## config.mk

```make
export PLATFORM = sky130hd
export DESIGN_NAME = alu_pipe_acc
export DESIGN_NICKNAME = d
export VERILOG_FILES = /design/src/rtl/alu_pipe_acc.sv
export SDC_FILE = /design/constraint.sdc
export NUM_CORES = 1
export LEC_CHECK = 0
export BUFFER_PORTS_ARGS = -buffer_cell sky130_fd_sc_hd__buf_2
export CORE_MARGIN = 2
export CORE_UTILIZATION = 30
export CTS_CLUSTER_SIZE = 14
export DETAILED_ROUTE_END_ITERATION = 16
export HOLD_SLACK_MARGIN = 0.1
export RECOVER_POWER = 50
export SETUP_SLACK_MARGIN = 0.5
export SYNTH_ARGS = -nofsm -noshare
export SYNTH_HDL_FRONTEND = slang
export SYNTH_SLANG_ARGS = --single-unit
```

## constraint.sdc

```tcl
create_clock -name clk -period 3.5 [get_ports clk]
set_input_delay 0.525 -clock clk [delete_from_list [all_inputs] [get_ports clk]]
set_output_delay 0.525 -clock clk [all_outputs]
set_load 0.1 [all_outputs]
```

## src/rtl/alu_pipe_acc.sv

```systemverilog
// alu_pipe_acc: WIDTH-bit 8-op ALU with a two-stage valid/ready pipeline.
// S1 holds the operand beat. S2 holds the result and its flags.
// An internal accumulator can stand in for operand B, and the result of such an op
// is written back to the accumulator.
module alu_pipe_acc #(
  parameter int               WIDTH    = 8,
  parameter logic [WIDTH-1:0] ACC_INIT = '0
) (
  input  logic             clk,
  input  logic             rst,
  input  logic             in_valid,
  output logic             in_ready,
  input  logic [WIDTH-1:0] X,
  input  logic [WIDTH-1:0] Y,
  input  logic [2:0]       ALU_Sel,
  input  logic             in_acc,
  output logic             out_valid,
  input  logic             out_ready,
  output logic [WIDTH-1:0] ALU_Out,
  output logic             Cout,
  output logic             Zero,
  output logic             Neg,
  output logic             Ovf
);

  // Stage S1: operand register
  logic             s1_valid_reg;
  logic [WIDTH-1:0] s1_x_reg;
  logic [WIDTH-1:0] s1_y_reg;
  logic [2:0]       s1_sel_reg;
  logic             s1_acc_reg;

  // Stage S2: result register
  logic             out_valid_reg;
  logic [WIDTH-1:0] result_reg;
  logic             cout_reg;
  logic             zero_reg;
  logic             neg_reg;
  logic             ovf_reg;

  logic [WIDTH-1:0] acc_reg;

  // Datapath computed from S1 contents and the current accumulator
  logic [WIDTH-1:0] operand_b;
  logic [WIDTH:0]   sum_ext;
  logic [WIDTH:0]   diff_ext;
  logic [WIDTH-1:0] and_bits;
  logic [WIDTH-1:0] or_bits;
  logic [WIDTH-1:0] xor_bits;
  logic [WIDTH-1:0] result_next;
  logic             cout_next;
  logic             ovf_next;

  logic s1_adv;
  logic in_fire;

  // S1 may move into S2 when S2 is empty or is being drained on this edge.
  assign s1_adv   = s1_valid_reg && (!out_valid_reg || out_ready);
  assign in_ready = !s1_valid_reg || s1_adv;
  assign in_fire  = in_valid && in_ready;

  // When the accumulator is selected, it replaces Y as operand B.
  assign operand_b = s1_acc_reg ? acc_reg : s1_y_reg;

  // The extra MSB is the carry for ADD and the borrow for SUB.
  assign sum_ext  = {1'b0, s1_x_reg} + {1'b0, operand_b};
  assign diff_ext = {1'b0, s1_x_reg} - {1'b0, operand_b};

  genvar gi;
  generate
    for (gi = 0; gi < WIDTH; gi++) begin : g_bitwise
      assign and_bits[gi] = s1_x_reg[gi] & operand_b[gi];
      assign or_bits[gi]  = s1_x_reg[gi] | operand_b[gi];
      assign xor_bits[gi] = s1_x_reg[gi] ^ operand_b[gi];
    end
  endgenerate

  // Opcode decode: result, carry/borrow and signed overflow
  always_comb begin
    result_next = '0;
    cout_next   = 1'b0;
    ovf_next    = 1'b0;
    case (s1_sel_reg)
      3'b000: begin
        result_next = sum_ext[WIDTH-1:0];
        cout_next   = sum_ext[WIDTH];
        ovf_next    = (s1_x_reg[WIDTH-1] == operand_b[WIDTH-1]) &&
                      (sum_ext[WIDTH-1] != s1_x_reg[WIDTH-1]);
      end
      3'b001: begin
        result_next = diff_ext[WIDTH-1:0];
        cout_next   = diff_ext[WIDTH];
        ovf_next    = (s1_x_reg[WIDTH-1] != operand_b[WIDTH-1]) &&
                      (diff_ext[WIDTH-1] != s1_x_reg[WIDTH-1]);
      end
      3'b010:  result_next = and_bits;
      3'b011:  result_next = or_bits;
      3'b100:  result_next = ~and_bits;
      3'b101:  result_next = xor_bits;
      3'b110:  result_next = ~xor_bits;
      default: result_next = ~or_bits;
    endcase
  end

  // S1: capture an accepted beat, or empty the stage once it has advanced
  always_ff @(posedge clk) begin
    if (rst) begin
      s1_valid_reg <= 1'b0;
      s1_x_reg     <= '0;
      s1_y_reg     <= '0;
      s1_sel_reg   <= 3'b000;
      s1_acc_reg   <= 1'b0;
    end else if (in_fire) begin
      s1_valid_reg <= 1'b1;
      s1_x_reg     <= X;
      s1_y_reg     <= Y;
      s1_sel_reg   <= ALU_Sel;
      s1_acc_reg   <= in_acc;
    end else if (s1_adv) begin
      s1_valid_reg <= 1'b0;
    end
  end

  // S2: load a new result on advance; otherwise hold it until the consumer takes it
  always_ff @(posedge clk) begin
    if (rst) begin
      out_valid_reg <= 1'b0;
      result_reg    <= '0;
      cout_reg      <= 1'b0;
      zero_reg      <= 1'b1;
      neg_reg       <= 1'b0;
      ovf_reg       <= 1'b0;
    end else if (s1_adv) begin
      out_valid_reg <= 1'b1;
      result_reg    <= result_next;
      cout_reg      <= cout_next;
      zero_reg      <= (result_next == '0);
      neg_reg       <= result_next[WIDTH-1];
      ovf_reg       <= ovf_next;
    end else if (out_ready) begin
      out_valid_reg <= 1'b0;
    end
  end

  // Accumulator write-back on the same edge the accumulating op computes.
  // This lets back-to-back accumulating ops chain without a bubble.
  always_ff @(posedge clk) begin
    if (rst) begin
      acc_reg <= ACC_INIT;
    end else if (s1_adv && s1_acc_reg) begin
      acc_reg <= result_next;
    end
  end

  assign out_valid = out_valid_reg;
  assign ALU_Out   = result_reg;
  assign Cout      = cout_reg;
  assign Zero      = zero_reg;
  assign Neg       = neg_reg;
  assign Ovf       = ovf_reg;

endmodule
```

[Word level (Yosys, flattened, before mapping)]
Index checks and enable logic that the tools add are counted.
W data, S select, Z words.
Word-level totals
  bits in registers: 42
  bits of input ports: 24
  output and inout port bits: 14
  word-level logic and storage cells: 72
Operators by class
  $add $sub $neg: 2
  equal/unequal tests: 10
  multiplexer cells: 8
  bitwise gates (word level): 27
  reductions and logical operators: 13
Operators with widths (number)
  $pmux W8 S7: 1
  $not A8 Y8: 3
  $add A8 B8 Y9: 1
  $eq A3 B3 Y1 const B: 3
  $sub A8 B8 Y9: 1
  $and A1 B1 Y1: 8
  $logic_not A8 Y1: 1
  $mux W8: 1
  $or A1 B1 Y1: 8
  $xor A1 B1 Y1: 8
  $eq A3 B2 Y1 const B: 2
  $logic_and A1 B1 Y1: 5
  $mux W1: 4
  $pmux W1 S2: 2
  $reduce_bool A2 Y1: 2
  $eq A3 B1 Y1 const B: 1
  $logic_not A3 Y1: 1
  $ne A1 B1 Y1: 3
  $logic_not A1 Y1: 2
  $logic_or A1 B1 Y1: 2
  $eq A1 B1 Y1: 1

[Longest topological paths before layout]
Gate-level depths: netlist of run 1.
  depth in word-level cells: 6
  mapped depth: 12
  gate-level depth less buffers: 11

[Worst setup path after synthesis of run 1]
No wires, ideal clock.
  path kind: flip-flop to flip-flop
  start: register s1_acc_reg
  end: register zero_reg, in the netlist Zero
  setup time: 69 ps
  arrival: 2735 ps
  required time: 3431 ps
  slack: 696 ps
  cell stages (with the launch flop): 13
  buffers on the path: 1
  period minus slack after synthesis: 2804 ps
  cells stage by stage: dfxtp_1 -> clkbuf_1 -> mux2i_1 -> inv_1 -> ha_1 -> fa_1 -> a211oi_2 -> o21ai_1 -> o21ai_0 -> nor2_1 -> o32a_1 -> nand2b_1 -> o21ai_1
Between the ends
  cells in the longest elaborated chain, start to end: 5
  elaborated cells on any way between the ends: 32
  those cells by class: add/sub (2); mux (2); bitwise (27); reduce/logical (1)
Ends and longest elaborated chain
  start, declared: line 31  | logic s1_acc_reg;
  start signal, assigned: line 118  | s1_acc_reg <= in_acc;
  $mux W8 (*): line 63  | assign operand_b = s1_acc_reg ? acc_reg : s1_y_reg;
  branches (longest 2 deep; another with $sub A8 B8 Y9)
  $pmux W8 S7 (*): line 83  | case (s1_sel_reg)
  $logic_not A8 Y1 (*): line 137  | zero_reg <= (result_next == '0);
  end signal, assigned: line 137
  end, declared: line 37  | logic zero_reg;
Every way passes the cells marked *.
A chain may end at the register's enable or synchronous reset.

[Worst setup path in the final report of run 1]
Ends and elaborated chain as after synthesis.

==> metrics.cfg, run 1 <==
[outcome]
status=complete, but fails checks
violations=max-capacitance violations, max-slew violations

[drt]
drt_first_pass_iters=5
postRouteAntennaNets=0
dr.first_iter.drc_count=201
vias=2720
avgViaCountPerCell=4.919
wire_per_inst_um=14.11
routed_wl_um=7803
remaining_drc_errors=0

[logic_synthesis]
synth.distinct_cells=62
avgSynthCellArea_um2=7.666
async_flop_share=0
seq_area_frac_synth=0.2717
ys.flop_type=dfxtp_1
syn_inst=394
synth-edff-count=0
synth_nets=445
yosys_warnings=0
yosysTopAreaCell=dfxtp_1
synthTopCellsByArea=dfxtp_1 27%, ha_1 10%, nand2_1 8.5%
synth_area_um2=3020
yosys.area.top_type_share=0.2717
synth-seq-cells=41

[placed_design]
gp_congestion=0.8934
portBuffers=37
dp_slack_ns=0.3466
place_inst=542
dp_hpwl_um=5966

[sta]
setup_violations=0
max_freq_ghz=0.3531
setup_tns_ns=0
fin_skew_ns=0.01356
maxSlewHeadroom=-0.2038
fin_crit_ns=2.832
hold_viol=0
maxSlewViolCount=42
fin_ws_ns=0.6677
worstMarginPinSlew_ns=1.806
rsz0062_at_grt=false
finalCritPeriodShare=0.8092

[finish]
diodes=0
nNetsFinal=470
syn2layout_area_growth_pct=11.35
finalNonFillerCells=553
layout-drive-gt1-share=0.1381
fin_util=0.3441
seq_area_um2=824.5
fillers=1055
multi_input_area_um2=1987

[global_route]
antenna_found_initial=0
grt_max_degree=42
grt_pass1_wl_um=13050
first_global_vias=2575
grt_usage=0.1464
overflow=0

[clock_tree]
clock_sinks=41
clk_pin_slew_worst_paths_ns=0.10
root_buffer=clkbuf_8
worstSkewPairLatency_ns=0.30
numCtsBuffers=5
cts_buffer_depth=2
cts_max_level=2
hold_buffers=0
cts_tree=done

[flow_run]
drv_cap=1

[critical_path]
worst_r2r_endpoint=Zero
crit_type=flip-flop to flip-flop
ff2ff_setup_slack_ns=0.67
cp-startpoint=s1_acc_reg
required_ns=3.73
cp.arrival_ns=3.06
worst_r2r_path_depth=11
r2r_start=s1_acc_reg
start_kind=flip-flop
cp_max_fo=5
worstSetupEndpointType=flip-flop

[power_and_ir_drop]
leakagePower_nw=1.368
p_per_area_nw_per_um2=368.4
vdd_drop_max_uv=269.8

[worst_hold_path]
hold_depth=3
worst_hold_path_type=input pin to flip-flop
hold_start=Y[6]
holdPathEnd=s1_y_reg[6]

[floorplanning]
die-area_um2=10890
coreArea_um2=9774
std_cell_rows=36
start_util=0.3090
dieWidth_um=104.3
pin_count=38
die_y_um=104.3

==> how the worst max path moves through the flow <==
stage	slack, ns	end	depth (start not counted)
CTS	0.53	Zero	11
finish	0.67	Zero	11
global placement	0.42	Zero	11
detailed placement	0.35	Zero	11
floorplan	0.70	Zero	12
global route	0.50	Zero	10
==> stage by stage <==
stage	hold slack [ns]	total power [mW]	cell area [um2]
after global placement	0.4411	0.9120	3252
after global routing	0.4483	1.308	3363
after CTS	0.4469	1.243	3347
after detailed placement	0.4470	0.9178	3252
final	0.4505	1.239	3363
after floorplan	0.4357	0.8384	3020
==> worst max-delay path, stage by stage (launching register included) <==
cell and delay (ns):
dfxtp_4 0.40, mux2i_4 0.27, inv_1 0.09, ha_1 0.27
fa_1 0.44, mux2i_1 0.16, nor2_1 0.06, a211o_1 0.28
a22oi_2 0.27, nor3b_2 0.25, nand4_1 0.11, o21ai_1 0.15
==> cell usage after synthesis, drive strengths merged, types with 2 or more instances <==
master and instances:
o21ai 18, a211o 3, nor2b 9, nor3b 2, and2 6, mux2i 14, nand2b 5, nor2 38
o31ai 2, a21o 3, a211oi 11, a22oi 2, nand3 6, fa 2, inv 22, o211ai 4
xor2 2, nor3 4, a311oi 3, o21bai 2, xnor2 3, a221oi 2, and3 4, mux2 3
clkbuf 12, o32ai 2, ha 25, dfxtp 41, nand2 68, buf 13, a21oi 46
==> cell usage in the layout (no fill, tap or decap), types with 6 or more instances in the layout <==
cell and instances:
nand3_1 6, nor2_1 36, o21ai_0 13, buf_2 23
inv_1 19, a211oi_1 9, nand2_1 68, dfxtp_1 40
and2_1 6, ha_1 25, buf_4 6, nor2b_1 9
mux2i_1 13, a21oi_1 45, clkbuf_1 14
==> cell families (layout without fill, tap and decap cells) <==
family / Yosys count / count (layout) / share of synthesized area
flops: 41 / 41 / 0.2717
simple gates: 152 / 152 / 0.2336
mux: 17 / 17 / 0.05758
fa+ha+maj: 27 / 27 / 0.1168
buf+inv: 47 / 73 / 0.07456
compound gates: 105 / 105 / 0.2312
xor+xnor: 5 / 5 / 0.01450
==> report_power, final <==
group          switching (mW)  total, mW  internal [mW]
logic                   0.262      0.394          0.131
clock network           0.187      0.329          0.142
registers              0.0261      0.517          0.491
total                   0.475       1.24          0.764
==> cell type report <==
| class | count | area share |
|---|---|---|
| Multi-Input combinational cell | 306 | 0.5908 |
| Tap cell | 133 | 0.04948 |
| Sequential cell | 41 | 0.2452 |
| Clock buffer | 5 | 0.02046 |
| Timing Repair Buffer | 43 | 0.06324 |
| Clock inverter | 3 | 0.006324 |
| Inverter | 22 | 0.02455 |
==> repair_timing <==
item,CTS,global route
pin swaps,0,0
setup buffers,0,3
endpoints found under the setup margin,5,5
hold endpoints to repair,0,0
cloned,0,0
resized for setup,2,2
==> metal layers <==
layer	wire length [um]	track usage	part of all wire
met1	3807	0.2079	0.49
met2	3535	0.2316	0.45
met3	409	0.02506	0.052
met4	50	0.03089	0.0064
met5	0	0	0
No activity file was read; power rests on OpenSTA's default activity.
==> inputs of run 2 (changes only) <==
--- a/config.mk
+++ b/config.mk
@@ -5,6 +5,7 @@
 export SDC_FILE = /design/constraint.sdc
 export NUM_CORES = 1
 export LEC_CHECK = 0
+export ABC_AREA = 1
 export BUFFER_PORTS_ARGS = -buffer_cell sky130_fd_sc_hd__buf_2
 export CORE_MARGIN = 2
 export CORE_UTILIZATION = 30
==> constraint.sdc (replaced) <==
create_clock -name clk -period 2.4 [get_ports clk]
set_input_delay 0.36 -clock clk [delete_from_list [all_inputs] [get_ports clk]]
set_output_delay 0.36 -clock clk [all_outputs]
set_load 0.1 [all_outputs]
==> run 2 against run 1 <==
Effect of this change: the flow finishes with violations (negative setup slack); power is 120% higher; critical path depth rose by 8; register-to-register slack worse by 0.67 ns; sequential share of layout area shrank 5.8 points; clock-buffer cell count stayed put; via count up 27%; area after synthesis is essentially flat; sequential power rose by 49%; sequential cell count did not move; core utilization is 11 points higher; synthesized cell count increased by 19%; fmax grew 18%; largest cell class unchanged; highest routed layer unchanged.
==> metrics.cfg, run 2 <==
[outcome]
status=complete, but fails checks
violations=negative setup slack

[drt]
wl_met2_um=5055  ; +43%
dr.max_layer_used=met4
met3WireLength_um=493  ; +21%
remaining_drc_errors=0  ; unchanged
routed_wl_um=10220  ; +31%
wl_met1_um=4300  ; +13%
wire_per_inst_um=14.96  ; +6.0%
vias=3450  ; +27%
avgViaCountPerCell=5.051  ; +2.7%
postRouteAntennaNets=0  ; unchanged
dr.first_iter.drc_count=283  ; +41%
drt_first_pass_iters=5  ; unchanged

[critical_path]
ff2ff_setup_slack_ns=-0.005  ; -0.67 ns
cp.arrival_ns=2.66  ; -0.40 ns
crit_type=flip-flop to flip-flop
worst_r2r_path_depth=19  ; +8
worst_r2r_endpoint=Zero
required_ns=2.65  ; -1.08 ns
r2r_start=s1_acc_reg
crit_end=Zero
worstSetupEndpointType=flip-flop
crit_path_cell_trace=inv_4, or2_4, o21ai_4, inv_2, ha_4, fa_2, inv_2, nand2_2, nand2_2, nand2_1, nand2_1, nand3_1, nand2_1, nand2_1, nand2_2, nand3_1, nor2_1, nand3_1, nand2_1
cp-startpoint=s1_acc_reg
crit_path_max_incr_delay_ns=0.38  ; -0.06 ns
critical-path-slowest-cell=fa_2
cp_max_fo=4  ; -1
path_buf_inv=3  ; +2
crit_top_cell=nand2_1
cpLargestDelayFamily=simple AND/OR/NAND/NOR gates
worstSetupPathDepth=19  ; +8
start_kind=flip-flop

[power_and_ir_drop]
vdd_drop_max_uv=395.2  ; +46%
seqPwrFrac=0.284  ; -0.133
swShare=0.3938  ; +0.01057
total_power_mw=2.714  ; +120%
p_comb_frac=0.464  ; +0.146
p_per_area_nw_per_um2=615.3  ; +67%
power_switching_mw=1.069  ; +130%
leakagePower_nw=2.004  ; +46%
clkPwrFrac=0.251  ; -0.014
intPower_mw=1.645  ; +120%

[placed_design]
place_inst=643  ; +19%
gp_congestion=0.9474  ; +6.0%
dp_hpwl_um=7020  ; +18%
portBuffers=37  ; unchanged

[logic_synthesis]
ys.flop_type=dfxtp_1
seq_area_frac_synth=0.2719  ; about the same
ys_top_cells_by_count=93 x nand2_1, 60 x inv_1, 54 x o21ai_0
yosys.area.top_type_share=0.2719  ; about the same
async_flop_share=0  ; unchanged
synth-seq-cells=41  ; unchanged
yosysMostFrequentCell=nand2_1
yosysTopAreaCell=dfxtp_1
synth-edff-count=0  ; unchanged
yosys_warnings=0  ; unchanged
synth_nets=521  ; +17%
synth_area_um2=3019  ; about the same
avgSynthCellArea_um2=6.424  ; -16%
syn_inst=470  ; +19%
synth.distinct_cells=35  ; -44%
synthTopCellsByArea=dfxtp_1 27%, nand2_1 12%, ha_1 10%

[clock_tree]
numCtsBuffers=5  ; unchanged
cts_tree=done
clock_sinks=41  ; unchanged
root_buffer=clkbuf_8
cts_buffer_depth=2  ; unchanged
hold_buffers=0  ; unchanged
clk_pin_slew_worst_paths_ns=0.09  ; about the same
cts_max_level=2  ; unchanged
worstSkewPairLatency_ns=0.30  ; about the same

[sta]
fin_crit_ns=2.405  ; -0.4270 ns
maxSlewHeadroom=0.2070  ; +0.4108
max_freq_ghz=0.4158  ; +18%
setup_violations=1  ; +1
fin_ws_ns=-0.005223  ; -0.6730 ns
hold_slack_ns=0.3028  ; -0.1477 ns
fin_skew_ns=0.01215  ; -0.001404 ns
finalCritPeriodShare=1.002  ; +0.1930
worstMarginPinSlew_ns=1.195  ; -0.6111 ns
hold_viol=0  ; unchanged
maxSlewViolCount=0  ; -100%
rsz0062_at_grt=true

[floorplanning]
pin_count=38  ; unchanged
std_cell_rows=36  ; unchanged
dieWidth_um=104.3  ; about the same
die_y_um=104.3  ; about the same
die-area_um2=10880  ; about the same
start_util=0.3089  ; about the same
coreArea_um2=9774  ; unchanged

[flow_run]
drv_cap=0  ; -1

[finish]
final_common_cell=nand2_1
final_cell_mix=67 x nand2_1, 45 x inv_1, 42 x nor2_1, 42 x o21ai_0, 40 x dfxtp_1
finalNonFillerCells=683  ; +24%
syn2layout_area_growth_pct=46.08
fillers=948  ; -10%
diodes=0  ; unchanged
layout-drive-gt1-share=0.3800  ; +0.2419
nNetsFinal=600  ; +28%

[global_route]
grt_max_degree=36  ; -14%
grt_pass1_wl_um=16040  ; +23%
first_global_vias=3293  ; +28%
grt_usage=0.1816  ; +0.03513
antenna_found_initial=0  ; unchanged
overflow=0  ; unchanged

[worst_hold_path]
worst_hold_path_type=input pin to flip-flop

-- run 2: timing repair --
| action | CTS | global route |
|---|---|---|
| gates resized for setup | 106 | 53 |
| buffers inserted | 25 | 7 |
| pin swaps | 44 | 27 |
| endpoints found under the setup margin | 17 | 18 |
-- run 2: cell families (layout without fill, tap and decap cells) --
logic type,Yosys count,after routing,share of synthesized area
xor gates and xnor gates,1,1,0.002901
and+or+nand+nor,224,224,0.3328
AOI/OAI and AO/OA,97,97,0.1658
adders and majority gates,27,27,0.1169
DFF,41,41,0.2719
buffers and inverters,80,160,0.1098
-- run 2: per-layer routing --
layer  GRT usage  up-vias
met4     0.07722        0
met1      0.2139     1623
li1            -     1677
met5           0        -
met3     0.03446       34
met2      0.3198      116
-- run 2: through the flow --
stage | instance area (um2) | setup TNS, ns | util | setup WS (ns)
after global placement | 3486 | -0.05746 | 0.3566 | -0.05746
after detailed placement | 3486 | -0.09852 | 0.3566 | -0.08951
after CTS | 4203 | 0 | 0.4300 | 0.1099
after global routing | 4410 | -0.08943 | 0.4512 | -0.08384
after floorplan | 3085 | 0 | - | 0.1648
final | 4410 | -0.005223 | 0.4512 | -0.005223
-- run 2: cell type report --
class | count | area [um2] | area share
timing repair buffer | 89 | 613.1 | 0.1390
tap | 133 | 166.4 | 0.03773
clock buffer | 5 | 68.82 | 0.01560
clock inverter | 3 | 68.82 | 0.01560
inverter | 63 | 244.0 | 0.05532
multi-input combinational | 349 | 2425 | 0.5498
sequential | 41 | 824.5 | 0.1870
-- run 2: worst min path at each step --
stage	cells after the start	start	slack, ns	to
5_1_grt	3	Y[5]	0.29	s1_y_reg[5]
6_report	3	Y[5]	0.30	s1_y_reg[5]
2_1_floorplan	1	rst	0.42	out_valid
4_1_cts	3	Y[5]	0.30	s1_y_reg[5]
3_5_place_dp	2	s1_y_reg[6]	0.48	s1_y_reg[6]
3_3_place_gp	2	s1_y_reg[7]	0.47	s1_y_reg[7]
-- run 2: power groups by stage --
| stage | registers, mW | logic, mW | clock network (mW) |
|---|---|---|---|
| final | 0.772 | 1.26 | 0.682 |
| after global routing | 0.778 | 1.35 | 0.727 |
| after CTS | 0.769 | 1.11 | 0.698 |
| after detailed placement | 0.781 | 0.842 | 0 |
| after global placement | 0.780 | 0.835 | 0 |
| after floorplan | 0.885 | 0.506 | 0 |
-- run 2: worst min-delay path: cells and delay by family --
family / cells / cell delay [ns]
AND/OR/NAND/NOR: 1 / 0.07
buffers and inverters: 1 / 0.07
AO/OA/AOI/OAI: 1 / 0.07
